File: src/rtl/hd_transfer_ctrl_pkg.sv
// Shared widths, FSM encoding and the disk/memory bounds check for the HD block-transfer engine.
// Combinational helpers only; no latency, no backpressure.
package hd_transfer_ctrl_pkg;

    localparam int DATA_WIDTH = 32;
    localparam int ADDR_WIDTH = 15;
    localparam int DISK_SIZE  = 4096;
    localparam int HD_AW      = 12;
    localparam int LEN_W      = 13;
    localparam int REGION     = 2048;
    localparam int SUM_W      = LEN_W + ADDR_WIDTH + 1;

    localparam logic DIR_LOAD = 1'b0;
    localparam logic DIR_SAVE = 1'b1;

    typedef enum logic [1:0] {
        ST_IDLE = 2'd0,
        ST_RD   = 2'd1,
        ST_WR   = 2'd2,
        ST_DONE = 2'd3
    } state_t;

    // Sums are taken wide enough that base+length can never wrap.
    function automatic logic range_err(input logic [HD_AW-1:0]      hb,
                                       input logic [ADDR_WIDTH-1:0] mb,
                                       input logic [LEN_W-1:0]      len);
        logic [SUM_W-1:0] hd_end;
        logic [SUM_W-1:0] mem_end;
        hd_end  = SUM_W'(hb) + SUM_W'(len);
        mem_end = SUM_W'(mb) + SUM_W'(len);
        return (hd_end > SUM_W'(DISK_SIZE)) || (mem_end > SUM_W'(2**ADDR_WIDTH));
    endfunction

endpackage

File: src/rtl/hd_transfer_ctrl_if.sv
// Bundle of control, CPU-disk, HD and memory signals around the transfer engine.
// master = environment (control unit, CPU, memories); slave = the engine.
interface hd_transfer_ctrl_if;
    import hd_transfer_ctrl_pkg::*;

    logic                  start;
    logic                  dir;
    logic [HD_AW-1:0]      hd_base;
    logic [ADDR_WIDTH-1:0] mem_base;
    logic [LEN_W-1:0]      length;
    logic                  busy;
    logic                  done;
    logic                  err;
    logic [DATA_WIDTH-1:0] cpu_hd_addr;
    logic [DATA_WIDTH-1:0] cpu_hd_wdata;
    logic                  cpu_hd_we;
    logic                  cpu_stall;
    logic [DATA_WIDTH-1:0] hd_addr;
    logic [DATA_WIDTH-1:0] hd_wdata;
    logic                  hd_we;
    logic [DATA_WIDTH-1:0] hd_rdata;
    logic [ADDR_WIDTH-1:0] mem_addr;
    logic [DATA_WIDTH-1:0] mem_wdata;
    logic                  mem_we;
    logic [DATA_WIDTH-1:0] mem_rdata;

    modport master (
        output start, dir, hd_base, mem_base, length,
        output cpu_hd_addr, cpu_hd_wdata, cpu_hd_we,
        output hd_rdata, mem_rdata,
        input  busy, done, err, cpu_stall,
        input  hd_addr, hd_wdata, hd_we,
        input  mem_addr, mem_wdata, mem_we
    );

    modport slave (
        input  start, dir, hd_base, mem_base, length,
        input  cpu_hd_addr, cpu_hd_wdata, cpu_hd_we,
        input  hd_rdata, mem_rdata,
        output busy, done, err, cpu_stall,
        output hd_addr, hd_wdata, hd_we,
        output mem_addr, mem_wdata, mem_we
    );

endinterface

File: src/rtl/hd_transfer_ctrl_hd_port_mux.sv
// Combinational CPU/DMA mux for the single HD port; DMA owns the port whenever sel (cpu_stall) is high.
// Zero latency; a stalled CPU write is simply not forwarded and must be held by the CPU.
module hd_port_mux
    import hd_transfer_ctrl_pkg::*;
(
    input  logic                  sel,
    input  logic [DATA_WIDTH-1:0] cpu_addr,
    input  logic [DATA_WIDTH-1:0] cpu_wdata,
    input  logic                  cpu_we,
    input  logic [DATA_WIDTH-1:0] dma_addr,
    input  logic [DATA_WIDTH-1:0] dma_wdata,
    input  logic                  dma_we,
    output logic [DATA_WIDTH-1:0] hd_addr,
    output logic [DATA_WIDTH-1:0] hd_wdata,
    output logic                  hd_we
);

    assign hd_addr  = sel ? dma_addr  : cpu_addr;
    assign hd_wdata = sel ? dma_wdata : cpu_wdata;
    assign hd_we    = sel ? dma_we    : cpu_we;

endmodule

File: src/rtl/hd_transfer_ctrl.sv
// Copies a block between disk and memory one word per RD/WR pair: 2N+1 busy cycles incl. DONE.
// start is only sampled in IDLE; while busy the CPU disk port is stalled and DMA drives the HD.
module hd_transfer_ctrl
    import hd_transfer_ctrl_pkg::*;
(
    input  logic              clk,
    input  logic              rst_n,
    hd_transfer_ctrl_if.slave bus
);

    state_t                state_q,    state_d;
    logic [LEN_W-1:0]      cnt_q,      cnt_d;
    logic [LEN_W-1:0]      len_q,      len_d;
    logic [HD_AW-1:0]      hd_base_q,  hd_base_d;
    logic [ADDR_WIDTH-1:0] mem_base_q, mem_base_d;
    logic                  dir_q,      dir_d;
    logic                  err_q,      err_d;

    logic [DATA_WIDTH-1:0] hd_ptr;
    logic [ADDR_WIDTH-1:0] mem_ptr;
    logic [DATA_WIDTH-1:0] dma_hd_addr;
    logic [DATA_WIDTH-1:0] dma_hd_wdata;
    logic                  dma_hd_we;
    logic                  stall;

    always_ff @(posedge clk or negedge rst_n) begin
        if (!rst_n) begin
            state_q    <= ST_IDLE;
            cnt_q      <= '0;
            len_q      <= '0;
            hd_base_q  <= '0;
            mem_base_q <= '0;
            dir_q      <= DIR_LOAD;
            err_q      <= 1'b0;
        end else begin
            state_q    <= state_d;
            cnt_q      <= cnt_d;
            len_q      <= len_d;
            hd_base_q  <= hd_base_d;
            mem_base_q <= mem_base_d;
            dir_q      <= dir_d;
            err_q      <= err_d;
        end
    end

    always_comb begin
        state_d    = state_q;
        cnt_d      = cnt_q;
        len_d      = len_q;
        hd_base_d  = hd_base_q;
        mem_base_d = mem_base_q;
        dir_d      = dir_q;
        err_d      = err_q;
        case (state_q)
            ST_IDLE: begin
                if (bus.start) begin
                    dir_d      = bus.dir;
                    hd_base_d  = bus.hd_base;
                    mem_base_d = bus.mem_base;
                    len_d      = bus.length;
                    cnt_d      = '0;
                    err_d      = range_err(bus.hd_base, bus.mem_base, bus.length);
                    state_d    = (err_d || bus.length == '0) ? ST_DONE : ST_RD;
                end
            end
            ST_RD: state_d = ST_WR;
            ST_WR: begin
                cnt_d   = cnt_q + 1'b1;
                state_d = (cnt_d == len_q) ? ST_DONE : ST_RD;
            end
            default: begin
                state_d = ST_IDLE;
                err_d   = 1'b0;
            end
        endcase
    end

    // Source and destination share the same offset, so one pointer per port serves both phases.
    assign hd_ptr  = DATA_WIDTH'(hd_base_q) + DATA_WIDTH'(cnt_q);
    assign mem_ptr = mem_base_q + ADDR_WIDTH'(cnt_q);

    always_comb begin
        bus.busy      = (state_q != ST_IDLE);
        bus.done      = (state_q == ST_DONE);
        bus.err       = (state_q == ST_DONE) && err_q;
        stall         = bus.busy || (bus.start && state_q == ST_IDLE);
        dma_hd_addr   = '0;
        dma_hd_wdata  = '0;
        dma_hd_we     = 1'b0;
        bus.mem_addr  = '0;
        bus.mem_wdata = '0;
        bus.mem_we    = 1'b0;
        if (state_q == ST_RD || state_q == ST_WR) begin
            dma_hd_addr  = hd_ptr;
            bus.mem_addr = mem_ptr;
        end
        if (state_q == ST_WR) begin
            if (dir_q == DIR_LOAD) begin
                bus.mem_we    = 1'b1;
                bus.mem_wdata = bus.hd_rdata;
            end else begin
                dma_hd_we    = 1'b1;
                dma_hd_wdata = bus.mem_rdata;
            end
        end
    end

    assign bus.cpu_stall = stall;

    hd_port_mux u_hd_port_mux (
        .sel       (stall),
        .cpu_addr  (bus.cpu_hd_addr),
        .cpu_wdata (bus.cpu_hd_wdata),
        .cpu_we    (bus.cpu_hd_we),
        .dma_addr  (dma_hd_addr),
        .dma_wdata (dma_hd_wdata),
        .dma_we    (dma_hd_we),
        .hd_addr   (bus.hd_addr),
        .hd_wdata  (bus.hd_wdata),
        .hd_we     (bus.hd_we)
    );

endmodule

File: src/flat_wrapper.sv
// flat-port wrapper written by rule: the top's interface ports become plain ports
module hd_transfer_ctrl_flat import hd_transfer_ctrl_pkg::*;
  (clk, rst_n, bus_start, bus_dir, bus_hd_base, bus_mem_base, bus_length, bus_cpu_hd_addr, bus_cpu_hd_wdata, bus_cpu_hd_we, bus_hd_rdata, bus_mem_rdata, bus_busy, bus_done, bus_err, bus_cpu_stall, bus_hd_addr, bus_hd_wdata, bus_hd_we, bus_mem_addr, bus_mem_wdata, bus_mem_we);
  hd_transfer_ctrl_if bus_i ();
  input  logic clk;
  input  logic rst_n;
  input wire logic [$bits(bus_i.start)-1:0] bus_start;
  input wire logic [$bits(bus_i.dir)-1:0] bus_dir;
  input wire logic [$bits(bus_i.hd_base)-1:0] bus_hd_base;
  input wire logic [$bits(bus_i.mem_base)-1:0] bus_mem_base;
  input wire logic [$bits(bus_i.length)-1:0] bus_length;
  input wire logic [$bits(bus_i.cpu_hd_addr)-1:0] bus_cpu_hd_addr;
  input wire logic [$bits(bus_i.cpu_hd_wdata)-1:0] bus_cpu_hd_wdata;
  input wire logic [$bits(bus_i.cpu_hd_we)-1:0] bus_cpu_hd_we;
  input wire logic [$bits(bus_i.hd_rdata)-1:0] bus_hd_rdata;
  input wire logic [$bits(bus_i.mem_rdata)-1:0] bus_mem_rdata;
  output wire logic [$bits(bus_i.busy)-1:0] bus_busy;
  output wire logic [$bits(bus_i.done)-1:0] bus_done;
  output wire logic [$bits(bus_i.err)-1:0] bus_err;
  output wire logic [$bits(bus_i.cpu_stall)-1:0] bus_cpu_stall;
  output wire logic [$bits(bus_i.hd_addr)-1:0] bus_hd_addr;
  output wire logic [$bits(bus_i.hd_wdata)-1:0] bus_hd_wdata;
  output wire logic [$bits(bus_i.hd_we)-1:0] bus_hd_we;
  output wire logic [$bits(bus_i.mem_addr)-1:0] bus_mem_addr;
  output wire logic [$bits(bus_i.mem_wdata)-1:0] bus_mem_wdata;
  output wire logic [$bits(bus_i.mem_we)-1:0] bus_mem_we;
  assign bus_i.start = bus_start;
  assign bus_i.dir = bus_dir;
  assign bus_i.hd_base = bus_hd_base;
  assign bus_i.mem_base = bus_mem_base;
  assign bus_i.length = bus_length;
  assign bus_i.cpu_hd_addr = bus_cpu_hd_addr;
  assign bus_i.cpu_hd_wdata = bus_cpu_hd_wdata;
  assign bus_i.cpu_hd_we = bus_cpu_hd_we;
  assign bus_i.hd_rdata = bus_hd_rdata;
  assign bus_i.mem_rdata = bus_mem_rdata;
  assign bus_busy = bus_i.busy;
  assign bus_done = bus_i.done;
  assign bus_err = bus_i.err;
  assign bus_cpu_stall = bus_i.cpu_stall;
  assign bus_hd_addr = bus_i.hd_addr;
  assign bus_hd_wdata = bus_i.hd_wdata;
  assign bus_hd_we = bus_i.hd_we;
  assign bus_mem_addr = bus_i.mem_addr;
  assign bus_mem_wdata = bus_i.mem_wdata;
  assign bus_mem_we = bus_i.mem_we;
  hd_transfer_ctrl u_core (.clk(clk), .rst_n(rst_n), .bus(bus_i));
endmodule
File: config.mk
export PLATFORM = sky130hd
export DESIGN_NAME = hd_transfer_ctrl_flat
export DESIGN_NICKNAME = d
export VERILOG_FILES = /design/src/rtl/hd_transfer_ctrl_pkg.sv /design/src/rtl/hd_transfer_ctrl_if.sv /design/src/rtl/hd_transfer_ctrl_hd_port_mux.sv /design/src/rtl/hd_transfer_ctrl.sv /design/src/flat_wrapper.sv
export SDC_FILE = /design/constraint.sdc
export NUM_CORES = 1
export LEC_CHECK = 0
export BUFFER_PORTS_ARGS = -buffer_cell sky130_fd_sc_hd__clkbuf_2
export CAP_MARGIN = 20
export CORE_MARGIN = 5
export CORE_UTILIZATION = 40
export CTS_CLUSTER_DIAMETER = 150
export CTS_CLUSTER_SIZE = 30
export DETAILED_ROUTE_END_ITERATION = 10
export PLACE_DENSITY_LB_ADDON = 0.08
export SYNTH_ARGS = -nofsm -noshare
export SYNTH_HDL_FRONTEND = slang
export SYNTH_SLANG_ARGS = --single-unit
File: constraint.sdc
create_clock -name clk -period 4.8 [get_ports clk]
set_input_delay 0.96 -clock clk [delete_from_list [all_inputs] [get_ports clk]]
set_output_delay 0.96 -clock clk [all_outputs]
set_load 0.01 [all_outputs]
# Word level (Yosys, flattened, before mapping)
# Cells that the tools add are included.
[word_totals]
out_inout_bits = 117
latchBits = 0
n_memories = 0
regBits = 57
mem_bits_ro = 0
ram_bits = 0
[op_classes]
addsub = 5
shift = 0
bitwise_logic = 1
div_mod_pow = 0
n_mux = 21
mul = 0
eq_ne = 5
reduce_logical = 14
n_lt_le_gt_ge = 2
[op_table]
columns = ["op", "count"]
rows = [
  ["32-bit two-way mux", 7],
  ["29-bit by 13-bit > comparator with 1-bit output (second input constant)", 1],
  ["29-bit by 16-bit > comparator with 1-bit output (second input constant)", 1],
  ["12-bit by 13-bit adder with 14-bit output", 2],
  ["13-bit one-hot mux with 2 select lines", 1],
  ["15-bit by 13-bit adder with 16-bit output", 1],
  ["15-bit by 13-bit adder with 15-bit output", 1],
  ["15-bit two-way mux", 1],
  ["13-bit by 1-bit adder with 13-bit output (second input constant)", 1],
  ["13-bit equality test", 1],
  ["13-bit zero test", 1],
  ["13-bit two-way mux", 1],
  ["1-bit two-way mux", 6],
  ["2-bit two-way mux", 3],
  ["2-bit one-hot mux with 3 select lines", 1],
  ["2-bit AND reduction", 3],
  ["2-bit equality test (second input constant)", 2],
  ["1-bit logical OR", 4],
  ["2-bit nonzero test", 2],
  ["2-bit by 1-bit equality test with 1-bit output (second input constant)", 1],
  ["1-bit logical AND", 2],
  ["2-bit zero test", 1],
  ["2-bit != test (second input constant)", 1],
  ["1-bit one-hot mux with 2 select lines", 1],
  ["2 further kinds", 2],
]

# Logic depth before layout (Yosys ltp)
[logic_depth]
ltp_word = 7
depth_mapped = 11
ltp_nobuf = 11

# Hierarchy
# From an unflattened synthesis, not the netlist that was laid out.
[unflattened]
hier_cells = 760
area_unflattened_um2 = 6789.0
[modules_own_cells]
columns = ["mod", "n_inst", "cells_per_inst", "area_per_inst_um2", "seq_area_each_um2"]
rows = [
  ["hd_transfer_ctrl", 1, 688, 5796.8, 1426.4],
  ["hd_port_mux", 1, 72, 992.2, 0.0],
]

# Worst setup path after synthesis
# Ideal clock, no wire load.
[synth_timing]
path_type = "input to register"
start = "input port bus_length[0]"
end = "register u_core.state_q[1]"
required_time_ns = 4.671
path_stages = 10
t_arrival_ns = 3.751
path_slack_ns = 0.921
path_buffers = 0
path_cell_list = "ha_1 > fa_1 > a211oi_4 > o21ai_2 > and3_1 > a211o_1 > or4_1 > or4b_4 > a221oi_2 > a21oi_1"
[synth_via]
elab_chain_cells = 7
word_cells_on_any_way = 10
[synth_lines]
columns = ["item", "line_no", "text"]
rows = [
  ["start: declaration", "flat_wrapper.sv:11", "input wire logic [$bits(bus_i.length)-1:0] bus_length;"],
  ["15-bit by 13-bit adder with 16-bit output or 12-bit by 13-bit adder with 14-bit output (tied branches)", "hd_transfer_ctrl_pkg.sv:30, hd_transfer_ctrl_pkg.sv:29", ""],
  ["29-bit by 16-bit > comparator with 1-bit output or 29-bit by 13-bit > comparator with 1-bit output (tied branches)", "hd_transfer_ctrl_pkg.sv:31", "return (hd_end > SUM_W'(DISK_SIZE)) || (mem_end > SUM_W'(2**ADDR_WIDTH));"],
  ["1-bit logical OR", "hd_transfer_ctrl_pkg.sv:31", ""],
  ["1-bit logical OR *", "hd_transfer_ctrl.sv:63", "state_d = (err_d || bus.length == '0) ? ST_DONE : ST_RD;"],
  ["2-bit two-way mux *", "hd_transfer_ctrl.sv:63", ""],
  ["2-bit two-way mux *", "hd_transfer_ctrl.sv:56", "if (bus.start) begin"],
  ["2-bit one-hot mux with 3 select lines *", "hd_transfer_ctrl.sv:54", "case (state_q)"],
  ["end signal: assignment", "hd_transfer_ctrl.sv:36", "state_q <= state_d;"],
  ["end: declaration", "hd_transfer_ctrl.sv:11", "state_t state_q, state_d;"],
]
# Every way passes the cells marked *; elsewhere a longest branch is shown, timed or not. The select of a mux whose other input is x is not followed.
# A chain may end at the register's enable or synchronous reset.

# Worst setup path after layout
[layout_timing]
start = "register u_core.cnt_q[0]"
end = "output port bus_hd_addr[12]"
[layout_via]
elab_chain_cells = 3
[layout_lines]
columns = ["item", "line_no", "text"]
rows = [
  ["start: declaration", "hd_transfer_ctrl.sv:12", "logic [LEN_W-1:0] cnt_q, cnt_d;"],
  ["start signal: assignment", "hd_transfer_ctrl.sv:37", "cnt_q <= cnt_d;"],
  ["12-bit by 13-bit adder with 14-bit output", "hd_transfer_ctrl.sv:79", "assign hd_ptr = DATA_WIDTH'(hd_base_q) + DATA_WIDTH'(cnt_q);"],
  ["32-bit two-way mux", "hd_transfer_ctrl.sv:93", "if (state_q == ST_RD || state_q == ST_WR) begin"],
  ["32-bit two-way mux", "hd_transfer_ctrl_hd_port_mux.sv:18", "assign hd_addr = sel ? dma_addr : cpu_addr;"],
  ["end: declaration", "flat_wrapper.sv:21", "output wire logic [$bits(bus_i.hd_addr)-1:0] bus_hd_addr;"],
]
# No other way between the ends.

==> impl_metrics.ini <==
[pwr]
swShare_pct = 44.51
p_int_uw = 2161
power.switching_uw = 1733
p_per_area_nw_per_um2 = 496.5
clock_power_share_pct = 15.5
ir_drop_mv = 0.1856
power_frac_seq_pct = 23.2
leakagePower_uw = 0.003967
power_frac_comb_pct = 61.4

[synthesis]
synth_cell_type_count = 66
synth_ff_type = dfrtp_1
yosys.area.top_type = dfrtp_1
async_reset_ff_share_pct = 100.0
synth-edff-count = 0
syn_inst = 696
synth_area_leaders = dfrtp_1 24%, ha_1 12%, mux2_2 7.4%
yosysWarnings = 0
ys_seq_area_share_pct = 23.97
synth_top_area_share_pct = 23.97
syn-num-nets = 929
syn_area_um2 = 5949
ys_ff_latch = 57
synth.avg_cell_area_um2 = 8.548

[clock_network]
worstSkewPairLatency_ps = 330
cts-root-buf = clkbuf_16
clk_pin_slew_worst_paths_ps = 50
cts_resized = 0
numCtsBuffers = 9
ctsHoldBuffers = 0
cts_tree = built
post-cts-setup-buffers = 0
htreeDepth = 3
numClockSinks = 57
cts_buffer_depth = 2

[cells_and_area]
regArea_um2 = 1426
nets = 1203
fin_area_um2 = 7844
area_growth_pct = 31.84
n_fill_cell = 1457
multi_input_area_um2 = 4285
layout.cells.non_filler = 1158
diodes = 0
drive_above_1_share_pct = 36.96

[die]
core_area_um2 = 14530
dieArea_um2 = 17410
die_w_um = 132.0
initial_core_util_pct = 40.93
io_pins = 290
rows = 44
fp.dieH_um = 132.0

[grt]
grt_max_degree = 74
grt_pass1_wl_um = 33460
antenna_found_initial = 0
grt.total_usage_pct = 23.68
gr-total-overflow = 0
first_global_vias = 5956

[timing]
layout_setup_ws_ps = 623.3
max_freq_ghz = 0.2394
hold_ws_ps = 516.7
setup_viol = 0
setup-tns-final_ps = 0
min_period_ps = 4177
clock_skew_ps = 8.938
timing.final.max_slew_violations = 0
rsz0062_at_grt = no
hold_violations = 0
period_share_pct = 87.02
relSlewSlack_pct = 49.01
worst-slew-pin-transition_ps = 759.0

[critical_path]
endpoint_kind = output pin
cp.arrival_ps = 3220
critical-path-max-stage-delay_ps = 510
critPathKind = reg2out
worstPathMaxFanout = 9
crit_buf_inv = 2
required_ps = 3840
critPathSlowestCell = dfrtp_1
crit_family = compound AO/OA/AOI/OAI gates
crit_chain = ha_1 -> inv_1 -> fa_1 -> nor2b_1 -> o21ai_0 -> a21boi_0 -> o21ai_0 -> a211oi_1 -> o31ai_1 -> xor2_1 -> o31ai_1 -> clkbuf_2
cp-start-kind = register

[route]
wirelength_um = 21490
firstDrtPassIters = 5
vias = 6266
drt_iter0_drc = 272
drt.antenna.violating_nets = 0
wire_per_inst_um = 18.56
drc = 0
vias_per_cell = 5.411

[placement]
place_hpwl_um = 17920
place_area_um2 = 7561
dp_cells = 1143
numPortBuffers = 289
dp_worst_setup_slack_ps = 624.2
gp_congestion = 0.8715

[status]
status = finished clean

[min_path]
hp-class = in2async

[flow_run]
drv_cap = 0
final cells by class:
cell class | count | share of cell area, %
clock buffers | 13 | 3.446
well taps | 184 | 2.935
inverters | 32 | 1.531
clock inverters | 2 | 0.1595
multi-input cells | 574 | 54.63
repair buffers | 296 | 19.11
flip-flops and latches | 57 | 18.18
power by group through the flow:
stage | clock [uW] | sequential [uW] | combinational [uW]
final | 603 | 902 | 2390
after global routing | 632 | 923 | 2640
after CTS | 611 | 897 | 2420
after detailed placement | 0 | 904 | 2400
after global placement | 0 | 900 | 2390
after floorplan | 0 | 802 | 1610
cell families (layout without fill, tap and decap cells):
logic type	after synthesis	count (layout)	share of synthesized area [%]
XOR/XNOR	47	47	6.919
adder cells (fa/ha/maj)	60	60	13.12
AO/OA/AOI/OAI	198	198	23.85
buffers and inverters	65	343	4.122
multiplexers	43	43	8.055
flip-flops	57	57	23.97
AND/OR/NAND/NOR	226	226	19.96
registers in the layout, indices dropped and copies added (netlist names):
register,cells
u_core.cnt_q,13
u_core.mem_base_q,15
u_core.len_q,13
u_core.dir_q,1
u_core.err_q,1
u_core.state_q,2
u_core.hd_base_q,12
worst reg2reg max path: cells and delay by family, from the launching register on:
family	cells	cell delay [ps]
AND/OR/NAND/NOR	3	970
AO/OA/AOI/OAI	4	910
flip-flops	1	510
adder cells (fa/ha/maj)	1	300
XOR/XNOR	1	180
synth_stat cells (5+ instances only):
cell      count
a21o_1       10
a21oi_1      30
a22o_1       39
a31oi_1      13
and2_1       56
clkbuf_1     29
dfrtp_1      57
ha_1         56
inv_1        32
mux2_2       39
nand2_1      39
nand2b_1      9
nand3_1      12
nand4_1      11
nor2_1       47
nor2b_1      10
nor3_1       14
nor4_1        5
o21ai_0      35
o31ai_1      11
xnor2_1      34
xor2_1       13
placed cells by master, fill, tap and decap left out, types with 12 or more instances in the layout:
cell type	n
mux2_2	39
dfrtp_1	57
ha_1	56
nand2_1	39
o21ai_0	35
xor2_1	13
a31oi_1	13
inv_1	32
and2_1	56
clkbuf_2	289
nand3_1	12
nor2_1	46
nor3_1	14
a22o_1	39
xnor2_1	34
a21oi_1	30
path summary, 6_finish.rpt:
path	startpoint	endpoint	slack, ps	depth (start not counted)
min in group clk	u_core.hd_base_q[3]	u_core.hd_base_q[3]	520	1
min	rst_n	u_core.mem_base_q[10]	520	1
max	u_core.cnt_q[0]	bus_hd_addr[12]	620	12
max reg2reg	u_core.cnt_q[0]	u_core.state_q[1]	1850	9
max in group asynchronous	rst_n	u_core.cnt_q[10]	3380	2
min reg2reg	u_core.hd_base_q[3]	u_core.hd_base_q[3]	520	1
stage by stage:
stage	power [uW]	utilization, %
2_1_floorplan	2417	-
3_3_place_gp	3291	52.02
3_5_place_dp	3304	52.02
4_1_cts	3927	53.97
5_1_grt	4198	53.97
6_report	3894	53.97
routing by layer:
| metal | vias up | wire, um | GRT usage (%) |
|---|---|---|---|
| met5 | - | 0 | 0 |
| met4 | 0 | 336 | 6.229 |
| met3 | 21 | 1584 | 4.427 |
| met2 | 228 | 9562 | 35.93 |
| met1 | 2900 | 10010 | 34.57 |
| li1 | 3117 | - | - |
Note: power is estimated with default switching activity, not from simulation.
